[src/rtl/tcs3200_emulator_pkg.sv]
// Shared encodings for the TCS3200 emulator and the colour front-end.
package tcs3200_emulator_pkg;

  localparam int HALF_W_DEF = 16;

  // s2_s3 photodiode filter select
  localparam logic [1:0] FILT_RED   = 2'b00;
  localparam logic [1:0] FILT_BLUE  = 2'b01;
  localparam logic [1:0] FILT_CLEAR = 2'b10;
  localparam logic [1:0] FILT_GREEN = 2'b11;

  // s0_s1 output frequency scaling
  localparam logic [1:0] SCL_OFF = 2'b00;
  localparam logic [1:0] SCL_2   = 2'b01;
  localparam logic [1:0] SCL_20  = 2'b10;
  localparam logic [1:0] SCL_100 = 2'b11;

  // half-period multiplier for each scaling (lower frequency -> longer half)
  localparam int MUL_OFF = 0;
  localparam int MUL_2   = 50;
  localparam int MUL_20  = 5;
  localparam int MUL_100 = 1;

  typedef enum logic [1:0] {
    OFF    = 2'b00,
    SETTLE = 2'b01,
    RUN    = 2'b10
  } state_t;

endpackage

[src/rtl/tcs3200_emulator_if.sv]
// Sensor-side pins plus the intensity write port.
interface tcs3200_emulator_if
  import tcs3200_emulator_pkg::*;
#(
  parameter int HALF_W = HALF_W_DEF
);
  logic [1:0]        s0_s1;
  logic [1:0]        s2_s3;
  logic              wr_en;
  logic [1:0]        wr_sel;
  logic [HALF_W-1:0] wr_data;
  logic              sensor_out;
  logic              out_valid;
  logic              settling;

  modport master (
    output s0_s1, s2_s3, wr_en, wr_sel, wr_data,
    input  sensor_out, out_valid, settling
  );

  modport slave (
    input  s0_s1, s2_s3, wr_en, wr_sel, wr_data,
    output sensor_out, out_valid, settling
  );
endinterface

[src/rtl/tcs3200_emulator_scale_mul.sv]
// Half-period times scaling multiplier; shift-add keeps it multiplier-free.
module tcs_scale_mul
  import tcs3200_emulator_pkg::*;
#(
  parameter int HALF_W = HALF_W_DEF
) (
  input  logic [HALF_W-1:0] half,
  input  logic [1:0]        scl,
  output logic [HALF_W+5:0] product
);
  logic [HALF_W+5:0] h_ext;

  assign h_ext = {6'b000000, half};

  // x1 / x5 = 4+1 / x50 = 32+16+2 / x0
  always_comb begin
    product = '0;
    case (scl)
      SCL_100: product = h_ext;
      SCL_20:  product = (h_ext << 2) + h_ext;
      SCL_2:   product = (h_ext << 5) + (h_ext << 4) + (h_ext << 1);
      default: product = '0;
    endcase
  end
endmodule

[src/rtl/tcs3200_emulator.sv]
// TCS3200 sensor emulator: square wave whose half-period is the programmed
// channel intensity times the scaling factor, with a settle gap after any
// select-line change.
module tcs3200_emulator
  import tcs3200_emulator_pkg::*;
#(
  parameter int SETTLE_CYCLES = 8,
  parameter int DEFAULT_HALF  = 100,
  parameter int HALF_W        = 16
) (
  input logic clk,
  input logic rst,
  tcs3200_emulator_if.slave bus
);
  localparam int TW = HALF_W + 6;

  state_t            state, state_nx;
  logic [3:0]        cfg_q;
  logic [TW-1:0]     counter, counter_nx;
  logic [TW-1:0]     target_q, target_nx, target;
  logic              sout_q, sout_nx;
  logic [HALF_W-1:0] half [4];
  logic              cfg_change;

  assign cfg_change = ({bus.s0_s1, bus.s2_s3} != cfg_q);

  // target always follows the stored config, so it is stable through SETTLE
  tcs_scale_mul #(.HALF_W(HALF_W)) u_mul (
    .half    (half[cfg_q[1:0]]),
    .scl     (cfg_q[3:2]),
    .product (target)
  );

  // intensity registers, writable in every state
  always_ff @(posedge clk) begin
    if (rst) begin
      for (int i = 0; i < 4; i++) half[i] <= HALF_W'(DEFAULT_HALF);
    end else if (bus.wr_en) begin
      half[bus.wr_sel] <= bus.wr_data;
    end
  end

  // state, config and timer registers
  always_ff @(posedge clk) begin
    if (rst) begin
      state    <= OFF;
      cfg_q    <= '0;
      counter  <= '0;
      target_q <= '0;
      sout_q   <= 1'b0;
    end else begin
      state    <= state_nx;
      cfg_q    <= {bus.s0_s1, bus.s2_s3};
      counter  <= counter_nx;
      target_q <= target_nx;
      sout_q   <= sout_nx;
    end
  end

  // next-state: a config change restarts everything, else normal sequencing
  always_comb begin
    state_nx   = state;
    counter_nx = counter;
    target_nx  = target_q;
    sout_nx    = sout_q;
    if (cfg_change) begin
      counter_nx = '0;
      sout_nx    = 1'b0;
      state_nx   = (bus.s0_s1 == SCL_OFF) ? OFF : SETTLE;
    end else begin
      case (state)
        OFF: begin
          sout_nx    = 1'b0;
          counter_nx = '0;
        end
        SETTLE: begin
          sout_nx = 1'b0;
          if (counter == TW'(SETTLE_CYCLES - 1)) begin
            state_nx   = RUN;
            counter_nx = '0;
            target_nx  = target;
          end else begin
            counter_nx = counter + 1'b1;
          end
        end
        RUN: begin
          if (target_q == '0) begin
            // dark channel: hold low and keep polling for a nonzero target
            sout_nx    = 1'b0;
            counter_nx = '0;
            target_nx  = target;
          end else if (counter == target_q - 1'b1) begin
            sout_nx    = ~sout_q;
            counter_nx = '0;
            target_nx  = target;
          end else begin
            counter_nx = counter + 1'b1;
          end
        end
        default: begin
          state_nx   = OFF;
          counter_nx = '0;
          sout_nx    = 1'b0;
        end
      endcase
    end
  end

  assign bus.sensor_out = sout_q;
  assign bus.out_valid  = (state == RUN);
  assign bus.settling   = (state == SETTLE);
endmodule
[src/flat_wrapper.sv]
// flat-port wrapper written by rule: the top's interface ports become plain ports
module tcs3200_emulator_flat import tcs3200_emulator_pkg::*;
#(
  parameter int SETTLE_CYCLES = 8,
  parameter int DEFAULT_HALF  = 100,
  parameter int HALF_W        = 16
)
  (clk, rst, bus_s0_s1, bus_s2_s3, bus_wr_en, bus_wr_sel, bus_wr_data, bus_sensor_out, bus_out_valid, bus_settling);
  tcs3200_emulator_if #(.HALF_W(HALF_W)) bus_i ();
  input logic clk;
  input logic rst;
  input wire logic [$bits(bus_i.s0_s1)-1:0] bus_s0_s1;
  input wire logic [$bits(bus_i.s2_s3)-1:0] bus_s2_s3;
  input wire logic [$bits(bus_i.wr_en)-1:0] bus_wr_en;
  input wire logic [$bits(bus_i.wr_sel)-1:0] bus_wr_sel;
  input wire logic [$bits(bus_i.wr_data)-1:0] bus_wr_data;
  output wire logic [$bits(bus_i.sensor_out)-1:0] bus_sensor_out;
  output wire logic [$bits(bus_i.out_valid)-1:0] bus_out_valid;
  output wire logic [$bits(bus_i.settling)-1:0] bus_settling;
  assign bus_i.s0_s1 = bus_s0_s1;
  assign bus_i.s2_s3 = bus_s2_s3;
  assign bus_i.wr_en = bus_wr_en;
  assign bus_i.wr_sel = bus_wr_sel;
  assign bus_i.wr_data = bus_wr_data;
  assign bus_sensor_out = bus_i.sensor_out;
  assign bus_out_valid = bus_i.out_valid;
  assign bus_settling = bus_i.settling;
  tcs3200_emulator #(.SETTLE_CYCLES(SETTLE_CYCLES), .DEFAULT_HALF(DEFAULT_HALF), .HALF_W(HALF_W)) u_core (.clk(clk), .rst(rst), .bus(bus_i));
endmodule
[config.mk]
export PLATFORM = sky130hd
export DESIGN_NAME = tcs3200_emulator_flat
export DESIGN_NICKNAME = d
export VERILOG_FILES = /design/src/rtl/tcs3200_emulator_pkg.sv /design/src/rtl/tcs3200_emulator_if.sv /design/src/rtl/tcs3200_emulator_scale_mul.sv /design/src/rtl/tcs3200_emulator.sv /design/src/flat_wrapper.sv
export SDC_FILE = /design/constraint.sdc
export NUM_CORES = 1
export LEC_CHECK = 0
export ABC_CLOCK_PERIOD_IN_PS = 5400
export CORE_MARGIN = 3
export CORE_UTILIZATION = 45
export CTS_CLUSTER_DIAMETER = 80
export DETAILED_ROUTE_END_ITERATION = 10
export GPL_ROUTABILITY_DRIVEN = 0
export PLACE_DENSITY = 0.63
export SETUP_SLACK_MARGIN = 0.4
export SLEW_MARGIN = 0
export SYNTH_ARGS = -nofsm -noshare
export SYNTH_HDL_FRONTEND = slang
export SYNTH_HIERARCHICAL = 1
export SYNTH_SLANG_ARGS = --single-unit
[constraint.sdc]
create_clock -name clk -period 5.4 [get_ports clk]
set_clock_uncertainty 0.05 [all_clocks]
set_input_delay 0.81 -clock clk [delete_from_list [all_inputs] [get_ports clk]]
set_output_delay 0.81 -clock clk [all_outputs]
set_load 0.005 [all_outputs]
==> results, run 1 <==
- Once layout is complete, the utilization of the core stands at 51.8%.
- Yosys mapped a number of flops with a built-in enable equal to 64.
- The DRC violations left is 0.
- The post-CTS setup-driven buffer insertion count is 0.
- Setup repair after global routing left no endpoint under its margin.
- Once detail routing completed, the nets flagged for antenna violations numbered 0.
- The number of max-cap violations is 0.
- The maximum clock frequency is 247 MHz.
- For this configuration, the core starts out at a cell density of 46.1%.
- In this run the horizontal extent of the chip is 140 um.
- The total overflow reported by the global router is 0.
- The worst hold path belongs to the class reg2reg.
- Counting cells, the worst reg-to-reg path comes to 14.
- The startpoint type of the worst setup path is a flip-flop.
- For this run, the leading register cell type out of synthesis is sky130_fd_sc_hd__edfxtp_1.
- The number of buffer cells added on primary ports is 27.
- At the pin with the least slew margin, the transition time is 1.26 ns.
- The share of the Yosys chip area taken by registers is 36.6%.
- Counting flops and latches in the post-synthesis netlist gives 115.
- The first global-routing pass estimated 30600 um of wire.
- The number of gates resized after CTS is 0.
- In this run the clock root is driven by a sky130_fd_sc_hd__clkbuf_16.
- The count of endpoints failing hold in the final timing report is 0.
- The run finished with clean final reports.
- The cell count after synthesis is 802.
- The die is 140 um tall.
- After the last flow step, the layout net total stands at 893.
- CTS built an H-tree with a depth of 4.
- The critical path goes through mux4_2 > fa_1 > ha_1 > inv_1 > fa_1 > nand2b_1 > a21oi_2 > o21ai_1 > a211o_1 > a31oi_1 > nand4_1 > nand3_1 > nand2b_1 > mux2i_1.
- By area the synthesized netlist is led by sky130_fd_sc_hd__edfxtp_1, sky130_fd_sc_hd__dfxtp_1, sky130_fd_sc_hd__ha_1.
- For this run, the number of Yosys warnings is 6.
- The number of global-route vias before repair came to 6196.
- The worst path needs 4.05 ns of the cycle, external delays included.
- The total power density per cell area is 337 mW/mm^2.
- At the worst endpoint, the required time is 5.68 ns.
- The kind of critical path is reg2reg.
- For this block, the via count after detailed routing is 5963.
- The average via count per standard cell is 5.67.
- The hold-fix buffer count after cts is 0.
- Entering global routing, the biggest net connects 58 pins.
- The final worst-path cycle share is 75.0%.
- The standby leakage power is 3.27 nW.
- The maximum clock path buffer count is 2.
- TritonCTS created 17 clock buffers.
- The die outline area is 0.0195 sq mm.
- The cell count of the worst hold path is 2.
- The number of DRC markers after the initial detailed-route iteration is 237.
- In the global route stage, overall resource usage came out at 19.2%.
- The post-synthesis to final-layout area growth is 12.3%.
- The total half-perimeter wirelength after legalization and detailed placement is 13300 um.
- The count of different cell masters after synthesis is 79.
- The initial antenna violation count is 0.
- The top cell type by area accounts for 23.9% of the synthesized area.
- After synthesis the cells add up to 0.00804 sq mm.
- The count of standard-cell rows is 48.
- In this run the mean area of a mapped cell was 10.0 sq um.
- The delay of the slowest cell on the worst path is 0.64 ns.
- The worst setup path is captured at a flip-flop.
- Summed over all layers, the routed wires come to 18000 um.
- The clock transition at the register clock pins on the worst setup and hold paths after CTS is 0.05 ns.
- Of the cells placed in the final design, the portion with a size suffix greater than 1 is 9.55%.
- The share of async-settable or async-resettable flops after synthesis is 0%.
- The number of antenna diodes in the final layout is 0.
- The core region is 0.0174 sq mm.
- The count of fill cells added during filler insertion is 1534.
- The net count after synthesis is 881.
- TritonCTS built the clock tree.
- Clock latency on the worst-skew pair, taken at its later pin, is 0.41 ns.
- The first detailed-routing pass ran for 4 iterations.
- The worst pin sits at a relative slew slack of 15.7%.
- The number of primary I/O pins is 28.
- The number of pins exceeding their max-slew limit in the final report is 0.
- IR analysis of the VDD net gives a maximum drop of 201 uV.
- The arrival time at the worst endpoint is 4.33 ns.
- Along the worst path, the maximum fanout reaches 7.
- After routing, the total negative slack on setup checks comes to 0 ns.
- The slowest stage cell on the critical path is sky130_fd_sc_hd__mux4_2.
- The clock sink total is 115.
- Setup violations remaining at the end of the flow were counted as 0.
- sky130_fd_sc_hd__edfxtp_1 takes more of the synthesized area than any other cell.
- After detailed routing, the average wire length per cell comes to 17.1 um.
## area by class of cell
class / instances / area, sq um / share of cell area [%]
Clock inverter: 15 / 180 / 2.00
Clock buffer: 17 / 425 / 4.71
Tap cell: 225 / 282 / 3.12
Sequential cell: 115 / 2940 / 32.6
Multi-Input combinational cell: 627 / 4800 / 53.2
Timing Repair Buffer: 34 / 323 / 3.58
Inverter: 19 / 71.3 / 0.790
## Yosys cell counts (all sizes together), types with 9 or more instances
master / count
inv: 19
nand4: 15
xor2: 31
ha: 40
nor4: 14
buf: 9
xnor2: 44
a31oi: 10
nand2b: 66
nand3: 26
nor2b: 10
and3: 11
mux2i: 23
a21o: 11
fa: 14
o21ai: 28
dfxtp: 51
and2: 54
clkbuf: 31
a21oi: 28
edfxtp: 64
nor3: 12
mux4: 16
nor2: 54
nand2: 42
## critical path: cells and delay by family (launching register included)
kind,cells,cell delay (ns)
buffers and inverters,1,0.06
AO/OA/AOI/OAI,4,0.88
multiplexers,2,0.77
flip-flops,1,0.58
adder cells (fa/ha/maj),3,1.15
AND/OR/NAND/NOR,4,0.50
## cell usage in the layout (no fill, tap or decap), drive strengths merged, types with 15 or more instances in the layout
cell	instances
nand3	26
and2	54
o21ai	28
mux4	16
xnor2	44
mux2i	23
edfxtp	64
nand4	15
nor2	54
ha	40
a21oi	28
inv	22
xor2	31
clkdlybuf4s50	27
nand2	42
dfxtp	51
clkbuf	17
nand2b	66
## cell families after synthesis
logic type | after synthesis | share of synthesized area [%]
simple gates | 328 | 22.9
mux | 39 | 7.35
flops | 115 | 36.6
fa+ha+maj | 54 | 9.72
buf+inv | 60 | 3.66
xor+xnor | 75 | 8.17
compound gates | 131 | 11.6
## power by group
part | internal, mW | total (mW) | switching, mW | leakage [nW]
sequential | 0.966 | 0.984 | 0.0185 | 1.04
clock | 0.728 | 1.14 | 0.413 | 0.293
combinational | 0.393 | 0.916 | 0.523 | 1.94
total | 2.09 | 3.04 | 0.954 | 3.27
## state kept, by name (all words and copies together), names as in the netlist
| signal | count |
|---|---|
| u_core/counter | 22 |
| u_core/bus.sensor_out | 1 |
| u_core/half | 64 |
| u_core/cfg_q | 4 |
| u_core/state | 2 |
| u_core/target_q | 22 |
## per-layer routing
metal / vias to the layer above / wire, um / track usage, %
li1: 2923 / - / -
met1: 2895 / 8010 / 23.8
met2: 114 / 9030 / 33.0
met3: 31 / 576 / 3.64
met4: 0 / 406 / 7.50
met5: - / 0 / 0
## per-stage QoR
step | setup slack, ns | total power [mW] | hold slack, ns | instances | instance area (sq um)
floorplan | 1.16 | 1.71 | 0.418 | 802 | 8040
global placement | 1.41 | 1.89 | 0.454 | 1020 | 8420
detailed placement | 1.32 | 1.91 | 0.462 | 1020 | 8420
CTS | 1.31 | 3.06 | 0.476 | 1052 | 9020
global route | 1.08 | 3.22 | 0.494 | 1052 | 9020
finish | 1.35 | 3.04 | 0.473 | 1052 | 9020
## path summary, 6_finish.rpt
| check | slack [ns] | to | from |
|---|---|---|---|
| setup / recovery | 1.35 | u_core/target_q[21] | u_core/cfg_q[0] |
| hold / removal | 0.47 | u_core/target_q[20] | u_core/target_q[20] |
| setup reg to reg | 1.35 | u_core/target_q[21] | u_core/cfg_q[0] |
| hold reg to reg | 0.47 | u_core/target_q[20] | u_core/target_q[20] |
Note: power is estimated with default switching activity, not from simulation.
==> inputs of run 2 (changes only) <==
--- a/config.mk
+++ b/config.mk
@@ -5,13 +5,13 @@
 export SDC_FILE = /design/constraint.sdc
 export NUM_CORES = 1
 export LEC_CHECK = 0
-export ABC_CLOCK_PERIOD_IN_PS = 5400
+export ABC_CLOCK_PERIOD_IN_PS = 3300
 export CORE_MARGIN = 3
 export CORE_UTILIZATION = 45
 export CTS_CLUSTER_DIAMETER = 80
 export DETAILED_ROUTE_END_ITERATION = 10
 export GPL_ROUTABILITY_DRIVEN = 0
-export PLACE_DENSITY = 0.63
+export PLACE_DENSITY = 0.65
 export SETUP_SLACK_MARGIN = 0.4
 export SLEW_MARGIN = 0
 export SYNTH_ARGS = -nofsm -noshare
==> constraint.sdc (replaced) <==
create_clock -name clk -period 3.3 [get_ports clk]
set_clock_uncertainty 0.05 [all_clocks]
set_input_delay 0.495 -clock clk [delete_from_list [all_inputs] [get_ports clk]]
set_output_delay 0.495 -clock clk [all_outputs]
set_load 0.005 [all_outputs]
==> results, run 2 (same netlist as run 1, synthesis figures left out) <==
- The final-layout worst hold slack is 0.466 ns (was 0.473 ns).
- The post-detailed-placement cell area is 0.00919 sq mm (was 0.00842 sq mm).
- The via count is 6632 (was 5963).
- The count of fill cells added during filler insertion is 1355 (was 1534).
- The total overflow reported by the global router is 0 (unchanged).
- The standby leakage power was 4.01 nW (was 3.27 nW).
- The final worst-path cycle share is 108% (was 75.0%).
- The count of inserted antenna diode cells is 0 (unchanged).
- The final core utilization is 61.4% (was 51.8%).
- The total half-perimeter wirelength after legalization and detailed placement was 14600 um (was 13300 um).
- The clock latency on the worst-skew pair is 0.42 ns (was 0.41 ns).
- The maximum clock frequency was 280 MHz (was 247 MHz).
- The final routed wire length divided by cell count is 18.2 um (was 17.1 um).
- The worst supply voltage drop on vdd is 571 uV (was 201 uV).
- The internal portion of total power is 4.01 mW (was 2.09 mW).
- The effective utilization at floorplan is 46.1% (unchanged).
- The largest net degree at the start of global routing is 57 (was 58).
- The transition time of the tightest slew-check pin is 0.968 ns (was 1.26 ns).
- The number of max-cap violations is 0 (unchanged).
- The number of DRC markers after the initial detailed-route iteration is 467 (was 237).
- The number of nets at the end of the flow is 1009 (was 893).
- The source of the worst hold timing path is u_core/target_q[9] (was u_core/target_q[20]).
- The area of combinational cells with multiple inputs is 0.00540 sq mm (was 0.00480 sq mm).
- Result of the run: complete, but fails checks (was complete, no violations).
- The final reports fail on setup timing.
- The first-pass GRT wire length came to 34100 um (was 30600 um).
- The average via count per standard cell is 5.68 (was 5.67).
- The register with the most flip-flops is u_core/half (unchanged).
- The slack of the worst reg-to-reg path is -0.27 ns (was 1.35 ns).
- The horizontal extent of the die is 140 um (unchanged).
- The sequential power share is 27.0% (was 32.4%).
- The initial antenna violation count came to 0 (unchanged).
- The proportion of power drawn by combinational gates was 40.6% (was 30.1%).
- The clock transition at the register clock pins on the worst setup and hold paths after CTS is 0.06 ns (was 0.05 ns).
- The most common cell after layout, fill and taps aside is sky130_fd_sc_hd__buf_4 (was sky130_fd_sc_hd__nand2b_1).
- The number of primary I/O pins is 28 (unchanged).
- The beginning of the worst register-to-register path is u_core/cfg_q[0] (unchanged).
- The switching power is 1.93 mW (was 0.954 mW).
- The number of standard cells in the layout, taps in and fillers out was 1168 (was 1052).
- The clock sink total is 115 (unchanged).
- The switching power as a share of total power is 32.6% (was 31.4%).
- The cell count of the worst hold path came to 2 (unchanged).
- The total wire length after detailed routing is 21300 um (was 18000 um).
- The maximum clock path buffer count is 2 (unchanged).
- The length of the first detailed-routing pass in iterations is 6 (was 4).
- The worst-case setup margin in the final layout was -0.266 ns (was 1.35 ns).
- The shortest clock period the worst path allows after layout came to 3.57 ns (was 4.05 ns).
- The count of endpoints failing setup in the final report is 13 (was 0).
- Registers with the most flip-flops: u_core/half x64, u_core/counter x22, u_core/target_q x22 (unchanged).
- The post-synthesis to final-layout area growth was 33.1% (was 12.3%).
- The number of flip-flops under the largest register name came to 64 (unchanged).
- The number of nets with antenna violations after routing is 0 (unchanged).
- The die outline area is 0.0195 sq mm (unchanged).
- The worst hold path class is reg2reg (unchanged).
- The library cell used as clock root buffer is sky130_fd_sc_hd__clkbuf_16 (unchanged).
- The number of cells on the worst reg-to-reg path was 15 (was 14).
- The TritonCTS clock tree is done (unchanged).
- The worst slew margin relative to its limit came to 35.4% (was 15.7%).
- The H-tree level count was 4 (unchanged).
- The count of standard-cell rows came to 48 (unchanged).
- The overall fraction of global-route tracks in use came to 21.5% (was 19.2%).
- The number of clock buffers inserted by TritonCTS is 17 (unchanged).
- The number of buffer cells added on primary ports came to 27 (unchanged).
- The maximum net fanout on the critical path came to 8 (was 7).
- The hold-fix buffer count after cts came to 0 (unchanged).
- The number of pins exceeding their max-slew limit in the final report came to 0 (unchanged).
- The kind of critical path was reg2reg (unchanged).
- The type of element capturing the critical path is a flip-flop (unchanged).
- The data required time at the worst endpoint was 3.59 ns (was 5.68 ns).
- The number of global-route vias before repair is 6792 (was 6196).
- The clock network fraction of total power was 32.4% (was 37.5%).
- The fraction of layout cells with a size suffix above 1 is 29.7% (was 9.55%).
- The count of endpoints failing hold in the final timing report is 0 (unchanged).
- The arrival time at the worst endpoint is 3.85 ns (was 4.33 ns).
- Setup repair after global routing missed its margin: true (was false).
- The number of placed cells counting well taps is 1105 (was 1020).
- The vertical die dimension is 140 um (unchanged).
- The DRC violations left is 0 (unchanged).
- The terminus of the critical flop-to-flop path is u_core/target_q[21] (unchanged).
- The startpoint type of the worst setup path is a flip-flop (unchanged).
- The worst hold path endpoint is u_core/target_q[9] (was u_core/target_q[20]).
- The area of the core is 0.0174 sq mm (unchanged).
- The total power density per cell area is 555 mW/mm^2 (was 337 mW/mm^2).
- The sequential cell area in the final layout is 0.00296 sq mm (was 0.00294 sq mm).
- Commonest non-fill, non-tap cells in the layout: sky130_fd_sc_hd__buf_4, sky130_fd_sc_hd__nand2b_1, sky130_fd_sc_hd__edfxtp_1, sky130_fd_sc_hd__and2_1, sky130_fd_sc_hd__dfxtp_1 (was sky130_fd_sc_hd__nand2b_1, sky130_fd_sc_hd__edfxtp_1, sky130_fd_sc_hd__and2_1, sky130_fd_sc_hd__nor2_1, sky130_fd_sc_hd__dfxtp_1).
- The area of all placed cells without fillers is 0.0107 sq mm (was 0.00902 sq mm).
==> run 2: power groups by stage <==
stage | Sequential [mW] | Combinational, mW | Clock [mW]
finish | 1.60 | 2.41 | 1.93
global route | 1.61 | 2.60 | 2.04
CTS | 1.60 | 2.16 | 1.96
detailed placement | 1.63 | 2.00 | 0
global placement | 1.63 | 1.94 | 0
floorplan | 1.62 | 1.29 | 0
==> run 2: what timing repair did <==
item / in CTS / in global routing
pin swaps: 30 / 44
setup buffers: 15 / 10
resized for setup: 64 / 64
hold endpoints to repair: 0 / 0
gates cloned: 4 / 2
setup endpoints to repair: 45 / 45
==> run 2: layout make-up <==
class	instances	share of cell area, %
flip-flops and latches	115	27.6
clock buffers	17	3.98
inverters	19	0.667
clock inverters	15	1.82
repair buffers	150	12.8
multi-input cells	627	50.5
well taps	225	2.63
==> run 2: layer usage <==
metal | track usage, % | wire [um] | up-vias | share of wire (%)
met5 | 0 | 0 | - | 0
met4 | 8.47 | 629 | 0 | 3.0
met3 | 4.16 | 910 | 57 | 4.3
met2 | 38.4 | 11100 | 221 | 52
met1 | 25.3 | 8640 | 3203 | 41
li1 | - | - | 3151 | -
==> run 2: worst max-delay path by stage <==
stage	start	to	slack [ns]	cells past startpoint
2_1_floorplan	u_core/cfg_q[0]	u_core/target_q[19]	-0.18	15
3_3_place_gp	u_core/cfg_q[0]	u_core/target_q[19]	-0.31	15
3_5_place_dp	u_core/cfg_q[0]	u_core/target_q[19]	-0.37	15
4_1_cts	u_core/cfg_q[0]	u_core/target_q[21]	-0.22	15
5_1_grt	u_core/cfg_q[0]	u_core/target_q[21]	-0.45	15
6_report	u_core/cfg_q[0]	u_core/target_q[21]	-0.27	15
==> run 2: through the flow <==
step / power, mW / setup TNS, ns / setup slack [ns]
floorplan: 2.91 / -0.672 / -0.185
global placement: 3.57 / -2.66 / -0.315
detailed placement: 3.63 / -3.40 / -0.367
CTS: 5.73 / -1.72 / -0.219
global route: 6.25 / -4.39 / -0.451
finish: 5.94 / -2.25 / -0.266
==> run 2: critical path: stages, from the launching register on <==
cell	delay, ns
sky130_fd_sc_hd__dfxtp_4	0.38
sky130_fd_sc_hd__buf_12	0.14
sky130_fd_sc_hd__mux4_2	0.52
sky130_fd_sc_hd__fa_1	0.50
sky130_fd_sc_hd__ha_2	0.19
sky130_fd_sc_hd__inv_2	0.04
sky130_fd_sc_hd__fa_2	0.33
sky130_fd_sc_hd__nand2b_4	0.16
sky130_fd_sc_hd__a21oi_4	0.16
sky130_fd_sc_hd__o21ai_2	0.10
sky130_fd_sc_hd__a211o_1	0.28
sky130_fd_sc_hd__a31oi_2	0.17
sky130_fd_sc_hd__nand4_1	0.12
sky130_fd_sc_hd__nand3_1	0.15
sky130_fd_sc_hd__nand2b_1	0.06
sky130_fd_sc_hd__mux2i_1	0.12
